**config.mk**
```make
export PLATFORM = sky130hd
export DESIGN_NAME = store_rmw_unit_flat
export DESIGN_NICKNAME = d
export VERILOG_FILES = /design/src/rtl/store_rmw_if.sv /design/src/rtl/store_rmw_unit.sv /design/src/flat_wrapper.sv
export SDC_FILE = /design/constraint.sdc
export NUM_CORES = 1
export LEC_CHECK = 0
export CAP_MARGIN = 20
export CORE_UTILIZATION = 57
export DETAILED_ROUTE_END_ITERATION = 8
export DONT_BUFFER_PORTS = 1
export HOLD_SLACK_MARGIN = 0.08
export PLACE_DENSITY = 0.75
export RECOVER_POWER = 25
export REMOVE_ABC_BUFFERS = 1
export SLEW_MARGIN = 15
export SYNTH_ARGS = -nofsm -noshare
export SYNTH_HDL_FRONTEND = slang
export SYNTH_SLANG_ARGS = --single-unit
```
**constraint.sdc**
```tcl
create_clock -name clk -period 2 [get_ports clk]
set_clock_uncertainty 0.15 [all_clocks]
set_input_delay 0.3 -clock clk [delete_from_list [all_inputs] [get_ports clk]]
set_output_delay 0.3 -clock clk [all_outputs]
set_load 0.005 [all_outputs]
```
**src/rtl/store_rmw_if.sv**
```systemverilog
// Store request and word-memory port bundle for store_rmw_unit.
// The slave side is the unit; the master side drives requests and memory.
interface store_rmw_if;
  logic        reqValid;
  logic        reqReady;
  logic [31:0] reqAddr;
  logic [31:0] reqData;
  logic [1:0]  reqSize;
  logic [31:0] memAddr;
  logic        memRe;
  logic        memRValid;
  logic [31:0] memRData;
  logic        memWe;
  logic [31:0] memWData;
  logic        done;
  logic        error;

  modport slave (
    input  reqValid, reqAddr, reqData, reqSize,
    input  memRValid, memRData,
    output reqReady, memAddr, memRe, memWe, memWData,
    output done, error
  );

  modport master (
    output reqValid, reqAddr, reqData, reqSize,
    output memRValid, memRData,
    input  reqReady, memAddr, memRe, memWe, memWData,
    input  done, error
  );
endinterface

```
**src/rtl/store_rmw_unit.sv**
```systemverilog
// Store unit for a word-only data memory: SW direct write, SH/SB via
// read-modify-write using the big-endian lane map shared with loads.
module store_rmw_unit #(
  parameter int TIMEOUT = 16
) (
  input logic         clk,
  input logic         rst_n,
  store_rmw_if.slave  bus
);

  localparam int CW = (TIMEOUT > 1) ? $clog2(TIMEOUT) : 1;
  localparam logic [CW-1:0] CNT_MAX = CW'(TIMEOUT - 1);

  typedef enum logic [2:0] {
    IDLE,
    READ,
    WAIT,
    WRITE,
    ERR
  } state_e;

  state_e        state_q, state_d;
  logic [15:0]   data_q, data_d;
  logic [1:0]    size_q, size_d;
  logic [1:0]    off_q, off_d;
  logic [CW-1:0] cnt_q, cnt_d;
  logic [31:0]   addr_q, addr_d;
  logic [31:0]   wdata_q, wdata_d;
  logic          re_q, re_d;
  logic          we_q, we_d;
  logic          done_q, done_d;
  logic          err_q, err_d;

  logic          illegal;
  logic          is_word;
  logic [31:0]   merged;

  always_comb begin
    illegal = (bus.reqSize == 2'd3)
            | ((bus.reqSize == 2'd1) & bus.reqAddr[0])
            | ((bus.reqSize == 2'd0) & (bus.reqAddr[1:0] != 2'd0));
    is_word = (bus.reqSize == 2'd0) & (bus.reqAddr[1:0] == 2'd0);
  end

  // lane 0 is the most significant byte
  always_comb begin
    merged = bus.memRData;
    case ({size_q, off_q})
      4'b01_00: merged[31:16] = data_q;
      4'b01_10: merged[15:0]  = data_q;
      4'b10_00: merged[31:24] = data_q[7:0];
      4'b10_01: merged[23:16] = data_q[7:0];
      4'b10_10: merged[15:8]  = data_q[7:0];
      4'b10_11: merged[7:0]   = data_q[7:0];
      default: ;
    endcase
  end

  always_comb begin
    state_d = state_q;
    data_d  = data_q;
    size_d  = size_q;
    off_d   = off_q;
    cnt_d   = cnt_q;
    addr_d  = addr_q;
    wdata_d = wdata_q;
    case (state_q)
      IDLE: begin
        if (bus.reqValid) begin
          addr_d = {bus.reqAddr[31:2], 2'b00};
          data_d = bus.reqData[15:0];
          size_d = bus.reqSize;
          off_d  = bus.reqAddr[1:0];
          unique case (1'b1)
            illegal: state_d = ERR;
            is_word: begin
              state_d = WRITE;
              wdata_d = bus.reqData;
            end
            default: state_d = READ;
          endcase
        end
      end
      READ: begin
        cnt_d   = '0;
        state_d = WAIT;
      end
      WAIT: begin
        if (bus.memRValid) begin
          wdata_d = merged;
          state_d = WRITE;
        end else if (cnt_q == CNT_MAX) begin
          state_d = ERR;
        end else begin
          cnt_d = cnt_q + CW'(1);
        end
      end
      WRITE:   state_d = IDLE;
      ERR:     state_d = IDLE;
      default: state_d = IDLE;
    endcase
    re_d   = (state_d == READ);
    we_d   = (state_d == WRITE);
    done_d = (state_d == WRITE);
    err_d  = (state_d == ERR);
  end

  always_ff @(posedge clk or negedge rst_n) begin
    if (!rst_n) begin
      state_q <= IDLE;
      data_q  <= '0;
      size_q  <= '0;
      off_q   <= '0;
      cnt_q   <= '0;
      addr_q  <= '0;
      wdata_q <= '0;
      re_q    <= 1'b0;
      we_q    <= 1'b0;
      done_q  <= 1'b0;
      err_q   <= 1'b0;
    end else begin
      state_q <= state_d;
      data_q  <= data_d;
      size_q  <= size_d;
      off_q   <= off_d;
      cnt_q   <= cnt_d;
      addr_q  <= addr_d;
      wdata_q <= wdata_d;
      re_q    <= re_d;
      we_q    <= we_d;
      done_q  <= done_d;
      err_q   <= err_d;
    end
  end

  assign bus.reqReady = (state_q == IDLE);
  assign bus.memAddr  = addr_q;
  assign bus.memWData = wdata_q;
  assign bus.memRe    = re_q;
  assign bus.memWe    = we_q;
  assign bus.done     = done_q;
  assign bus.error    = err_q;

endmodule

```
**src/flat_wrapper.sv**
```systemverilog
// flat-port wrapper written by rule: the top's interface ports become plain ports
module store_rmw_unit_flat 
#(
  parameter int TIMEOUT = 16
)
  (clk, rst_n, bus_reqValid, bus_reqAddr, bus_reqData, bus_reqSize, bus_memRValid, bus_memRData, bus_reqReady, bus_memAddr, bus_memRe, bus_memWe, bus_memWData, bus_done, bus_error);
  store_rmw_if bus_i ();
  input logic clk;
  input logic rst_n;
  input wire logic [$bits(bus_i.reqValid)-1:0] bus_reqValid;
  input wire logic [$bits(bus_i.reqAddr)-1:0] bus_reqAddr;
  input wire logic [$bits(bus_i.reqData)-1:0] bus_reqData;
  input wire logic [$bits(bus_i.reqSize)-1:0] bus_reqSize;
  input wire logic [$bits(bus_i.memRValid)-1:0] bus_memRValid;
  input wire logic [$bits(bus_i.memRData)-1:0] bus_memRData;
  output wire logic [$bits(bus_i.reqReady)-1:0] bus_reqReady;
  output wire logic [$bits(bus_i.memAddr)-1:0] bus_memAddr;
  output wire logic [$bits(bus_i.memRe)-1:0] bus_memRe;
  output wire logic [$bits(bus_i.memWe)-1:0] bus_memWe;
  output wire logic [$bits(bus_i.memWData)-1:0] bus_memWData;
  output wire logic [$bits(bus_i.done)-1:0] bus_done;
  output wire logic [$bits(bus_i.error)-1:0] bus_error;
  assign bus_i.reqValid = bus_reqValid;
  assign bus_i.reqAddr = bus_reqAddr;
  assign bus_i.reqData = bus_reqData;
  assign bus_i.reqSize = bus_reqSize;
  assign bus_i.memRValid = bus_memRValid;
  assign bus_i.memRData = bus_memRData;
  assign bus_reqReady = bus_i.reqReady;
  assign bus_memAddr = bus_i.memAddr;
  assign bus_memRe = bus_i.memRe;
  assign bus_memWe = bus_i.memWe;
  assign bus_memWData = bus_i.memWData;
  assign bus_done = bus_i.done;
  assign bus_error = bus_i.error;
  store_rmw_unit #(.TIMEOUT(TIMEOUT)) u_core (.clk(clk), .rst_n(rst_n), .bus(bus_i));
endmodule
```
==> results of run 1 <==
[cell families (layout without fill, tap and decap cells)]
family / after synthesis / after routing / synth area share (%)
simple gates: 130 / 130 / 16.31
flops: 92 / 92 / 47.85
compound gates: 89 / 89 / 15.32
mux: 69 / 69 / 15.73
buf+inv: 35 / 141 / 4.447
fa+ha+maj: 1 / 1 / 0.2600
other cells: 1 / 2 / 0.07795
[sequential cells by signal, summed over array words and instances, names as in the netlist]
| register | flops |
|---|---|
| u_core.bus.memWData | 32 |
| u_core.bus.memAddr | 30 |
| u_core.data_q | 16 |
| u_core.cnt_q | 4 |
| u_core.state_q | 3 |
| u_core.off_q | 2 |
| u_core.size_q | 2 |
| u_core.bus.error | 1 |
| u_core.bus.memRe | 1 |
| u_core.bus.memWe | 1 |
[how the worst max path moves through the flow]
stage	start	end
final	u_core.off_q[1]	u_core.bus.memWData[16]
after global routing	u_core.off_q[1]	u_core.bus.memWData[23]
after CTS	u_core.off_q[0]	u_core.bus.memWData[28]
after detailed placement	u_core.state_q[1]	u_core.bus.memWData[31]
after global placement	u_core.state_q[1]	u_core.bus.memWData[24]
after floorplan	u_core.state_q[2]	u_core.bus.memWData[17]
[report_power, final]
| part | switching (mW) | leakage (nW) | internal, mW |
|---|---|---|---|
| Clock | 0.698 | 0.0895 | 0.588 |
| Combinational | 2.13 | 1.30 | 2.04 |
| Sequential | 0.861 | 1.09 | 2.80 |
[cells in the mapped netlist (all sizes together) (16+ instances only)]
cell type	count	area share (%)
a21oi	33	5.8
o2111ai	16	2.9
buf	19	2.9
o211ai	16	3.8
o21ai	18	1.9
nor2	20	1.6
mux2i	16	3.3
nor2b	20	2.6
nand3	19	3.0
nand2	21	1.7
dfrtp	92	48
mux2	53	12
or2	17	2.2
[through the flow]
stage / setup WS, ns / power [mW]
after floorplan: -1.600 / 6.100
after global placement: -0.01572 / 7.234
after detailed placement: -0.03848 / 7.407
after CTS: 0.004086 / 8.970
after global routing: -0.01385 / 9.692
final: 0.04472 / 9.118
[cell type report]
class / instances / area (um^2)
Clock buffer: 10 / 127.6
Timing Repair inverter: 1 / 11.26
Inverter: 1 / 16.27
Tap cell: 105 / 131.4
Fill cell: 505 / 1929
Sequential cell: 92 / 2302
Timing Repair Buffer: 123 / 1250
Multi-Input combinational cell: 291 / 2337
Clock inverter: 6 / 70.07
[per-layer routing]
metal | GRT usage [%] | wire length (um) | vias to the layer above
met5 | 0 | 0 | -
met4 | 13.72 | 292 | 0
met3 | 9.790 | 1176 | 26
met2 | 53.71 | 6750 | 207
met1 | 38.12 | 5158 | 1877
li1 | - | - | 1724
[what timing repair did]
action,CTS,global route
gates resized for setup,2,11
setup endpoints to repair,31,19
pin swaps,1,2
cloned,2,0
setup buffers,1,1
hold endpoints to repair,179,92
==> results.yml, run 1 <==
layout:
  instances_no_fill: 629
  final_common_cell: "dlygate4sd3_1"
  nets: 622
  layout-drive-gt1-share_pct: 33.40
  final_core_util_pct: 76.40
  area_growth_pct: 29.83
  final_cell_mix: "dlygate4sd3_1 (96), dfrtp_1 (92), mux2_2 (52)"
  fin_area_um2: 6246
  antenna_cells: 0
floorplan:
  core.rowCount: 33
  dieArea_um2: 8812
  num_io_pins: 171
  fp.dieH_um: 93.87
  die_x_um: 93.87
  core_area_um2: 8175
  start_util_pct: 58.85
drt:
  vias: 3834
  drt-total-wl_um: 13380
  drt_iter0_drc: 230
  firstDrtPassIters: 4
  postRouteAntennaNets: 0
  via_per_inst: 6.095
  drc: 0
  wl_per_cell_um: 21.27
sta:
  max_freq_mhz: 511.4
  period_minus_slack_ns: 1.955
  worst_pin_slew_ns: 0.5641
  slew_viol_final: 0
  fin_hold_ws_ns: -0.5341
  finalSetupTns_ns: 0
  hold_viol: 92
  rsz0062_at_grt: "yes"
  setup_viol_count_final: 0
  slew_headroom_pct: 62.19
  min_period_over_period_pct: 97.76
place:
  dp_hpwl_um: 7919
  routabilityCongestion: 0.8020
  dpl.cell_count: 513
  port_buffers: 0
  place_area_um2: 4992
status:
  status: "finished with violations"
  violations: "hold timing"
synthesis:
  synthDistinctLibCells: 41
  syn_inst: 417
  synth_edf_count: 0
  synth_seq_area_share_pct: 47.85
  ys_warn_count: 0
  synth_ff_type: "dfrtp_1"
  syn_area_um2: 4811
  avgSynthCellArea_um2: 11.54
  async_reset_ff_share_pct: 100.0
  ys_ff_latch: 92
global_routing:
  grt_antenna_before_repair: 0
  grt_max_degree: 93
  track_usage_pct: 32.10
  grt_overflow: 0
  grt_pass1_vias: 4159
  grt_pass1_wl_um: 21280
critical_path:
  timing.rr.end: "u_core.bus.memWData[16]"
  path_class: "flop to flop"
  cp_data_arrival_time_ns: 2.05
  rr_worst_depth: 5
  cp_num_cells: 5
  crit_path_start_kind: "flop"
  critPathTopFamily: "simple AND/OR/NAND/NOR gates"
  path_buf_inv: 1
  max_stage_delay_ns: 0.54
  cp-end-kind: "flop"
  rrSetupSlack_ns: 0.04
  critical_path.cell_chain: "buf_4 -> or4bb_4 -> nand2_4 -> mux2i_2 -> o211ai_2"
  slowest_stage: "or4bb_4"
  r2r-start: "u_core.off_q[1]"
  crit_fanout: 8
  crit_required_ns: 2.09
flow_run:
  drv_cap: 0
clock_tree:
  h-tree-depth: 3
  cts_buffers: 9
  ctsHoldBuffers: 96
  cts_tree: "done"
  cts.path.max_buffers: 2
  insertion_delay_ns: 0.36
  clk_pin_slew_ns: 0.10
  clock-root-buffer: "clkbuf_8"
  clock-sinks: 92
power_and_ir_drop:
  vdd.ir_drop.worst_mv: 0.8221
  p_leak_nw: 2.484
  power.density_nw_per_um2: 1460
worst_hold_path:
  worstHoldPathType: "primary input to async pin"
Power figures use the tool's default switching activity.
==> run 2, diff against run 1 <==
--- a/config.mk
+++ b/config.mk
@@ -9,8 +9,9 @@
 export CORE_UTILIZATION = 57
 export DETAILED_ROUTE_END_ITERATION = 8
 export DONT_BUFFER_PORTS = 1
-export HOLD_SLACK_MARGIN = 0.08
-export PLACE_DENSITY = 0.75
+export HOLD_SLACK_MARGIN = 0.06
+export MAX_ROUTING_LAYER = met4
+export PLACE_DENSITY_LB_ADDON = 0.3
 export RECOVER_POWER = 25
 export REMOVE_ABC_BUFFERS = 1
 export SLEW_MARGIN = 15
==> run 2 against run 1 <==
Net effect: the flow still finishes with violations (hold timing); flip-flop and latch count stayed put; setup slack better by 0.028 ns; total power is 1.7% lower; sequential power hardly changed; global-route usage is 0.52 points lower; wire length is 3.4% lower; critical path depth stayed put; critical endpoint is now u_core.bus.memWData[24]; cell count is 1.7% lower; largest power group unchanged; die area stayed put.
==> results.yml, run 2 (same netlist as run 1, synthesis figures left out) <==
sta:
  hold_viol: 92
  worst_pin_slew_ns: 0.5478
  layout_setup_ws_ns: 0.07317
  period_minus_slack_ns: 1.927
  min_period_over_period_pct: 96.34
  fin_hold_ws_ns: -0.5321
  slew_headroom_pct: 63.17
  max_freq_mhz: 519.0
  slew_viol_final: 0
  setup_viol_count_final: 0
  rsz0062_at_grt: "no"
flow_run:
  drv_cap: 0
layout:
  final_cell_mix: "dfrtp_1 (92), dlygate4sd3_1 (84), mux2_2 (52)"
  layout-drive-gt1-share_pct: 33.33
  antenna_cells: 0
  nets: 611
  final_common_cell: "dfrtp_1"
  instances_no_fill: 618
  largest_reg_flops: 32
  area_growth_pct: 26.37
clock_tree:
  insertion_delay_ns: 0.37
  clk_pin_slew_ns: 0.10
  cts_buffers: 9
  cts.path.max_buffers: 2
  h-tree-depth: 3
  clock-sinks: 92
  cts_tree: "done"
  ctsHoldBuffers: 84
  cts_setup_buffers: 0
  clock-root-buffer: "clkbuf_8"
critical_path:
  cp-end-kind: "flop"
  path_class: "flop to flop"
  r2r-start: "u_core.off_q[1]"
  crit_fanout: 8
  cp_data_arrival_time_ns: 2.02
  crit_required_ns: 2.10
  rrSetupSlack_ns: 0.07
  timing.rr.end: "u_core.bus.memWData[24]"
  rr_worst_depth: 5
  crit_path_start_kind: "flop"
power_and_ir_drop:
  vdd.ir_drop.worst_mv: 0.8877
  p_leak_nw: 2.424
  power.density_nw_per_um2: 1475
  p_total_mw: 8.965
global_routing:
  track_usage_pct: 31.58
  top_usage_layer: "met2"
  grt_overflow: 0
  grt_pass1_vias: 4034
  grt_max_degree: 93
  use_met1_pct: 36.58
  grt_antenna_before_repair: 0
  grt_util_met3_pct: 8.495
  use_met2_pct: 52.68
  grt_pass1_wl_um: 20390
place:
  dpl.cell_count: 518
  port_buffers: 0
  routabilityCongestion: 0.8350
  place_ws_ns: -0.05146
  dp_hpwl_um: 7994
floorplan:
  core.rowCount: 33
  start_util_pct: 58.85
  fp.dieH_um: 93.87
  num_io_pins: 171
  die_x_um: 93.87
  core_area_um2: 8175
  dieArea_um2: 8812
status:
  status: "finished with violations"
  violations: "hold timing"
drt:
  drt_iter0_drc: 141
  firstDrtPassIters: 6
  wl_per_cell_um: 20.92
  vias: 3748
  postRouteAntennaNets: 0
  drc: 0
  via_per_inst: 6.065
  drt-total-wl_um: 12930
worst_hold_path:
  worstHoldPathType: "primary input to async pin"
==> run 2: cell count changes in the layout (fill, tap and decap cells not counted), moves of 2 or more <==
| cell | change |
|---|---|
| buf_4 | +2 |
| clkinvlp_4 | -2 |
| dlygate4sd3_1 | -12 |
| mux2i_1 | +2 |
| mux2i_2 | -2 |
==> run 2: worst max-delay path: stages (launching register included) <==
cell and delay, ns:
dfrtp_1 0.41, or4b_1 0.56, buf_4 0.19, or2_2 0.27, o2111ai_1 0.15, a21oi_2 0.08
==> run 2: what timing repair did <==
item,CTS,global route
hold endpoints to repair,179,92
pin swaps,1,0
endpoints found under the setup margin,34,2
gates resized for setup,3,1
==> run 2: through the flow <==
step | TNS, ns | area, um^2 | hold WS, ns | util, %
finish | 0 | 6080 | -0.5321 | 74.36
global route | 0 | 6080 | -0.5495 | 74.36
CTS | 0 | 6076 | -0.5350 | 74.32
detailed placement | -0.5352 | 5030 | -0.1440 | 61.52
global placement | -0.05905 | 5030 | -0.1438 | 61.52
floorplan | -72.82 | 4617 | -0.1456 | -
==> run 2: worst max-delay path by stage <==
| stage | slack (ns) | end | startpoint |
|---|---|---|---|
| global placement | -0.01 | u_core.bus.memWData[13] | u_core.state_q[1] |
| CTS | 0.07 | u_core.bus.memWData[17] | u_core.off_q[0] |
| floorplan | -1.60 | u_core.bus.memWData[17] | u_core.state_q[2] |
| finish | 0.07 | u_core.bus.memWData[24] | u_core.off_q[1] |
| global route | 0.01 | u_core.bus.memWData[26] | u_core.off_q[1] |
| detailed placement | -0.05 | u_core.bus.memWData[29] | u_core.state_q[1] |
==> run 2: power breakdown <==
group          internal [mW]  switching, mW  leakage [nW]  total [mW]
combinational           2.00           2.10          1.24        4.10
clock                  0.511          0.722        0.0958        1.23
sequential              2.80          0.837          1.09        3.63
total                   5.30           3.66          2.42        8.96
==> run 2: routing by layer <==
metal,wire length [um],vias to the layer above
li1,-,1703
met1,5114,1838
met2,6482,178
met3,995,29
met4,333,0
met5,0,-
==> run 2: area by class of cell <==
cell class                      count  area [um^2]
Clock inverter                      6        53.80
Tap cell                          105        131.4
Clock buffer                       10        137.6
Timing Repair Buffer              113         1129
Multi-Input combinational cell    291         2310
Sequential cell                    92         2302
Fill cell                         543         2096
Inverter                            1        16.27
